### src/rtl/y_pulse_counter.sv
// Debounced rise/fall detector for an asynchronous gate output, with a
// saturating rise-event counter and a sticky saturation flag.
module y_pulse_counter #(
  parameter int unsigned STABLE_CYCLES = 4,
  parameter int unsigned CNT_W         = 8
) (
  input  logic             clk,
  input  logic             rst,
  input  logic             y_in,
  input  logic             en,
  input  logic             clr,
  output logic             y_filt,
  output logic             rise_pulse,
  output logic             fall_pulse,
  output logic [CNT_W-1:0] count,
  output logic             sat
);

  localparam int unsigned           STAB_W    = $clog2(STABLE_CYCLES) + 1;
  localparam logic [STAB_W-1:0]     STAB_LAST = STAB_W'(STABLE_CYCLES - 1);

  logic              s1_q, s2_q;
  logic              y_filt_q, y_filt_d;
  logic [STAB_W-1:0] stab_q, stab_d;
  logic              rise_q, rise_d;
  logic              fall_q, fall_d;
  logic [CNT_W-1:0]  count_q, count_d;
  logic              sat_q, sat_d;
  logic              accept;
  logic              rise_evt;

  always_comb begin
    y_filt_d = y_filt_q;
    stab_d   = '0;
    accept   = 1'b0;
    // stab only advances while s2 disagrees with the filtered level
    if (s2_q != y_filt_q) begin
      if (stab_q == STAB_LAST) begin
        accept   = 1'b1;
        y_filt_d = s2_q;
      end else begin
        stab_d = stab_q + STAB_W'(1);
      end
    end
    rise_evt = accept & s2_q;
    rise_d   = rise_evt;
    fall_d   = accept & ~s2_q;

    count_d = count_q;
    sat_d   = sat_q;
    if (clr) begin
      count_d = '0;
      sat_d   = 1'b0;
    end else if (en && rise_evt && (count_q != '1)) begin
      count_d = count_q + CNT_W'(1);
      sat_d   = &count_d;
    end
  end

  always_ff @(posedge clk) begin
    if (rst) begin
      s1_q     <= 1'b0;
      s2_q     <= 1'b0;
      y_filt_q <= 1'b0;
      stab_q   <= '0;
      rise_q   <= 1'b0;
      fall_q   <= 1'b0;
      count_q  <= '0;
      sat_q    <= 1'b0;
    end else begin
      s1_q     <= y_in;
      s2_q     <= s1_q;
      y_filt_q <= y_filt_d;
      stab_q   <= stab_d;
      rise_q   <= rise_d;
      fall_q   <= fall_d;
      count_q  <= count_d;
      sat_q    <= sat_d;
    end
  end

  assign y_filt     = y_filt_q;
  assign rise_pulse = rise_q;
  assign fall_pulse = fall_q;
  assign count      = count_q;
  assign sat        = sat_q;

endmodule
### config.mk
export PLATFORM = sky130hd
export DESIGN_NAME = y_pulse_counter
export DESIGN_NICKNAME = d
export VERILOG_FILES = /design/src/rtl/y_pulse_counter.sv
export SDC_FILE = /design/constraint.sdc
export NUM_CORES = 1
export LEC_CHECK = 0
export ABC_AREA = 1
export BUFFER_PORTS_ARGS = -buffer_cell sky130_fd_sc_hd__buf_2
export CORE_MARGIN = 2
export CORE_UTILIZATION = 40
export DETAILED_ROUTE_END_ITERATION = 6
export PLACE_DENSITY_LB_ADDON = 0.2
export SLEW_MARGIN = 20
export SYNTH_ARGS = -nofsm -noshare
export SYNTH_HDL_FRONTEND = slang
export SYNTH_SLANG_ARGS = --single-unit
### constraint.sdc
create_clock -name clk -period 3.2 [get_ports clk]
set_clock_uncertainty 0.15 [all_clocks]
set_input_delay 0.16 -clock clk [delete_from_list [all_inputs] [get_ports clk]]
set_output_delay 0.16 -clock clk [all_outputs]
set_load 0.01 [all_outputs]
# Word-level counts from Yosys, hierarchy flattened
# Index checks and enable logic that the tools add are counted.
[classes] n_lt_le_gt_ge=0 mux=2 addsub=2 bitwise_logic=4 n_reduce_logical=6 shift=0 mul=0 eq_ne=3 div_mod_pow=0
[ops] operator="8-bit by 1-bit adder with 8-bit output (second input constant)" n=1
[ops] operator="8-bit inequality test (second input constant)" n=1
[ops] operator="8-bit AND reduction" n=1
[ops] operator="3-bit by 1-bit adder with 3-bit output (second input constant)" n=1
[ops] operator="3-bit by 2-bit == test with 1-bit output (second input constant)" n=1
[ops] operator="3-bit OR reduction" n=1
[ops] operator="1-bit AND" n=2
[ops] operator="1-bit logical AND" n=2
[ops] operator="1-bit 2-to-1 mux" n=2
[ops] operator="1-bit inverter" n=2
[ops] operator="2-bit AND reduction" n=1
[ops] operator="2-bit OR reduction" n=1
[ops] operator="1-bit inequality test" n=1
[word_totals] rom_bits=0 ram_bits=0 latchBits=0 n_memories=0 input_bits=5 register_bits=17

# Depth between registers and ports, before layout
[logic_depth] ltp_word=6 depth_mapped=9

# Worst setup path after synthesis
# OpenSTA, ideal clock, no wires.
[synth_path] path_kind="register to register" startpoint="register count_q[1], in the netlist count[1]" endpoint="register count_q[1], in the netlist count[1]" arrival_ps=1356 n_path_buf=1 stages_incl_launch_ff=9 setup_slack_ps=1628 synth_period_minus_slack_ps=1572 path_cell_list="dfxtp_1 ha_1 nand2_2 inv_2 nand3_1 nand2_4 buf_6 nand2_2 a21oi_2"
[synth_via] elab_chain_len=2 elab_cells_between_ends=3
[synth_rtl] element="start: declaration" line_no="27" source="logic [CNT_W-1:0] count_q, count_d;"
[synth_rtl] element="start signal: assignment" line_no="77" source="count_q <= count_d;"
[synth_rtl] element="branches (longest 2 deep; another with 8-bit by 1-bit adder with 8-bit output)"
# Several ways; the timed one is not identified.
# A chain may end at the register's enable or synchronous reset.

# Final worst setup path
[layout_path] startpoint="register stab_q[0]" endpoint="register sat_q, in the netlist sat"
[layout_via] elab_chain_len=6
[layout_rtl] element="start: declaration" line_no="24" source="logic [STAB_W-1:0] stab_q, stab_d;"
[layout_rtl] element="start signal: assignment" line_no="74" source="stab_q <= stab_d;"
[layout_rtl] element="3-bit by 2-bit == test with 1-bit output" line_no="38" source="if (stab_q == STAB_LAST) begin"
[layout_rtl] element="1-bit 2-to-1 mux" line_no="38"
[layout_rtl] element="1-bit 2-to-1 mux" line_no="37" source="if (s2_q != y_filt_q) begin"
[layout_rtl] element="1-bit AND" line_no="45" source="rise_evt = accept & s2_q;"
[layout_rtl] element="1-bit logical AND (2 in series)" line_no="54" source="end else if (en && rise_evt && (count_q != '1)) begin"
[layout_rtl] element="end signal: assignment" line_no="78" source="sat_q <= sat_d;"
[layout_rtl] element="end: declaration" line_no="28" source="logic sat_q, sat_d;"
# No other way between the ends.

==> results.py <==
metrics = {
    "outcome": {
        "outcome": "finished, final reports clean",
    },
    "logic_synthesis": {
        "synth_xor_area_frac": 0,
        "yosys.area_share.simple": 0.3261,
        "synth_area_per_cell_um2": 7.285,
        "ys_types": 21,
        "synth_area_um2": 859.6,
        "synth_edf_count": 0,
        "syn-num-nets": 127,
        "yosysWarningCount": 0,
        "synth_compound_area_frac": 0.1194,
        "synth.mux.area_fraction": 0,
        "yosysSeqAreaShare": 0.3959,
        "synthAdderAreaFrac": 0.05822,
        "synthCells": 118,
        "synth_top_family_by_area": "simple AND/OR/NAND/NOR gates",
        "ys_seq_elements": 17,
        "ys.flop_type": "dfxtp_1",
        "async_flop_share": 0,
    },
    "clock_network": {
        "clock_latency_ns": 0.30,
        "cts_made_buffers": 3,
        "cts_buffer_depth": 2,
        "path_clk_slew_ns": 0.11,
        "root_buffer": "clkbuf_4",
        "cts.htree.levels": 1,
        "cts_tree": "yes",
        "cts-resized-gates": 0,
        "clock_sinks": 17,
    },
    "floorplanning": {
        "fp.dieH_um": 50.36,
        "ios": 17,
        "dieArea_um2": 2536,
        "coreArea_um2": 2002,
        "start_util": 0.4294,
        "die_w_um": 50.36,
        "rows": 16,
    },
    "drt": {
        "wirelength_um": 1558,
        "drtIter0Drc": 7,
        "route.met2.wl_um": 748,
        "drc": 0,
        "dr.pass1.iters": 3,
        "wl_met3_um": 71,
        "vias": 731,
        "wl_met1_um": 738,
        "ant_nets": 0,
        "via_per_inst": 4.377,
        "wl_per_cell_um": 9.329,
        "highest_layer": "met3",
    },
    "global_route": {
        "grt-ovfl-total": 0,
        "grt_usage": 0.1406,
        "grt_max_degree": 17,
        "grt_pass1_wl_um": 2663,
        "antenna_found_initial": 0,
        "grt_pass1_vias": 654,
    },
    "critical_path": {
        "cp_max_fo": 16,
        "critical_path_arrival_ns": 1.77,
        "endpoint_kind": "flop",
        "startpoint_type": "flop",
        "critPathRequiredTime_ns": 3.30,
        "crit_type": "flop to flop",
    },
    "finish": {
        "fin_nets": 150,
        "layout-drive-gt1-share": 0.2714,
        "final_common_cell": "nand2_1",
        "antenna_cells": 0,
        "layout_common_cells": "19 x nand2_1, 18 x inv_1, 17 x dfxtp_1",
        "area_growth_pct": 18.92,
    },
    "placed_design": {
        "dpl.hpwl_um": 1189,
        "pre_cts_ws_ns": 1.514,
        "gp_congestion": 0.8247,
        "portBuffers": 16,
    },
    "sta": {
        "fin_crit_sh": 0.5234,
        "final.setup.tns_ns": 0,
        "hold_viol_final": 0,
        "worst_pin_slew_ns": 0.3950,
        "rsz0062_at_grt": "no",
        "finalSetupViolCount": 0,
        "maxSlewHeadroom": 0.7357,
        "fin_ws_ns": 1.525,
        "max_freq_mhz": 597.1,
        "period_needed_ns": 1.675,
        "slew_violations": 0,
    },
    "power_and_ir_drop": {
        "power.density_nw_per_um2": 343.1,
        "ir_drop_v": 0.0002952,
        "p_leak_uw": 0.0004127,
    },
    "worst_hold_path": {
        "hold_path.class": "primary input to flop",
    },
    "job": {
        "max_cap_violations": 0,
    },
}
==> where the power goes <==
group / switching (uW) / internal (uW)
logic: 6.48 / 6.37
registers: 0.886 / 213
clock network: 76.3 / 47.6
==> per-stage QoR <==
stage | std cells | hold WS (ns) | total power [uW] | instance area, um^2 | utilization
after floorplan | 118 | 0.08118 | 224.5 | 859.6 | -
after global placement | 160 | 0.2146 | 228.8 | 962.2 | 0.4806
after detailed placement | 160 | 0.2173 | 228.9 | 962.2 | 0.4806
after CTS | 167 | 0.002126 | 358.1 | 1022 | 0.5106
after global routing | 167 | 0.02219 | 368.8 | 1022 | 0.5106
final | 167 | 0.01674 | 350.7 | 1022 | 0.5106
==> state kept, by name, summed over array words and instances, names as in the netlist <==
name        cells
sat             1
rise_pulse      1
stab_q          3
s1_q            1
fall_pulse      1
y_filt          1
count           8
s2_q            1
==> logic make-up after synthesis <==
group / count (synthesis)
flops: 17
fa+ha+maj: 4
simple gates: 59
compound gates: 17
buf+inv: 21
==> layout make-up <==
| cell class | instances | area (um^2) |
|---|---|---|
| clock buffer | 3 | 22.52 |
| fill | 207 | 979.7 |
| sequential | 17 | 340.3 |
| timing repair buffer | 19 | 110.1 |
| tap | 27 | 33.78 |
| clock inverter | 1 | 7.507 |
| multi-input combinational | 80 | 432.9 |
| inverter | 20 | 75.07 |
==> cell usage after synthesis (2+ instances only) <==
cell type / number / area (um^2)
nand4_1: 2 / 12.51
a21oi_1: 7 / 35.03
nand3_1: 8 / 40.04
o21ai_0: 5 / 25.02
inv_2: 2 / 7.510
ha_1: 4 / 50.05
nor2_1: 16 / 60.06
a21oi_2: 3 / 26.28
nor2_2: 4 / 25.02
nand2_2: 5 / 31.28
dfxtp_1: 17 / 340.3
nand2_1: 19 / 71.32
inv_1: 18 / 67.56
==> repair_timing <==
item	CTS	global route
hold buffers	3	0
endpoints found under the hold margin	4	0
buffers inserted	0	0
==> path summary, 6_finish.rpt <==
path	to	start	slack, ns	cells past startpoint
max reg2reg	sat	stab_q[0]	1.53	8
max	sat	stab_q[0]	1.53	8
min reg2reg	s2_q	s1_q	0.26	2
min	count[4]	clr	0.02	4
==> critical path: stages (launching register included) <==
cell,delay [ns]
dfxtp_1,0.35
ha_1,0.15
ha_1,0.15
nand3_1,0.12
nor2_2,0.18
nand2_4,0.16
nor2_2,0.17
nand3_2,0.08
a21oi_2,0.11
==> per-layer routing <==
metal / up-vias / GRT usage
li1: 416 / -
met1: 302 / 0.1544
met2: 13 / 0.2434
met3: 0 / 0.06250
met4: 0 / 0.04054
met5: - / 0
No activity file was read; power rests on OpenSTA's default activity.
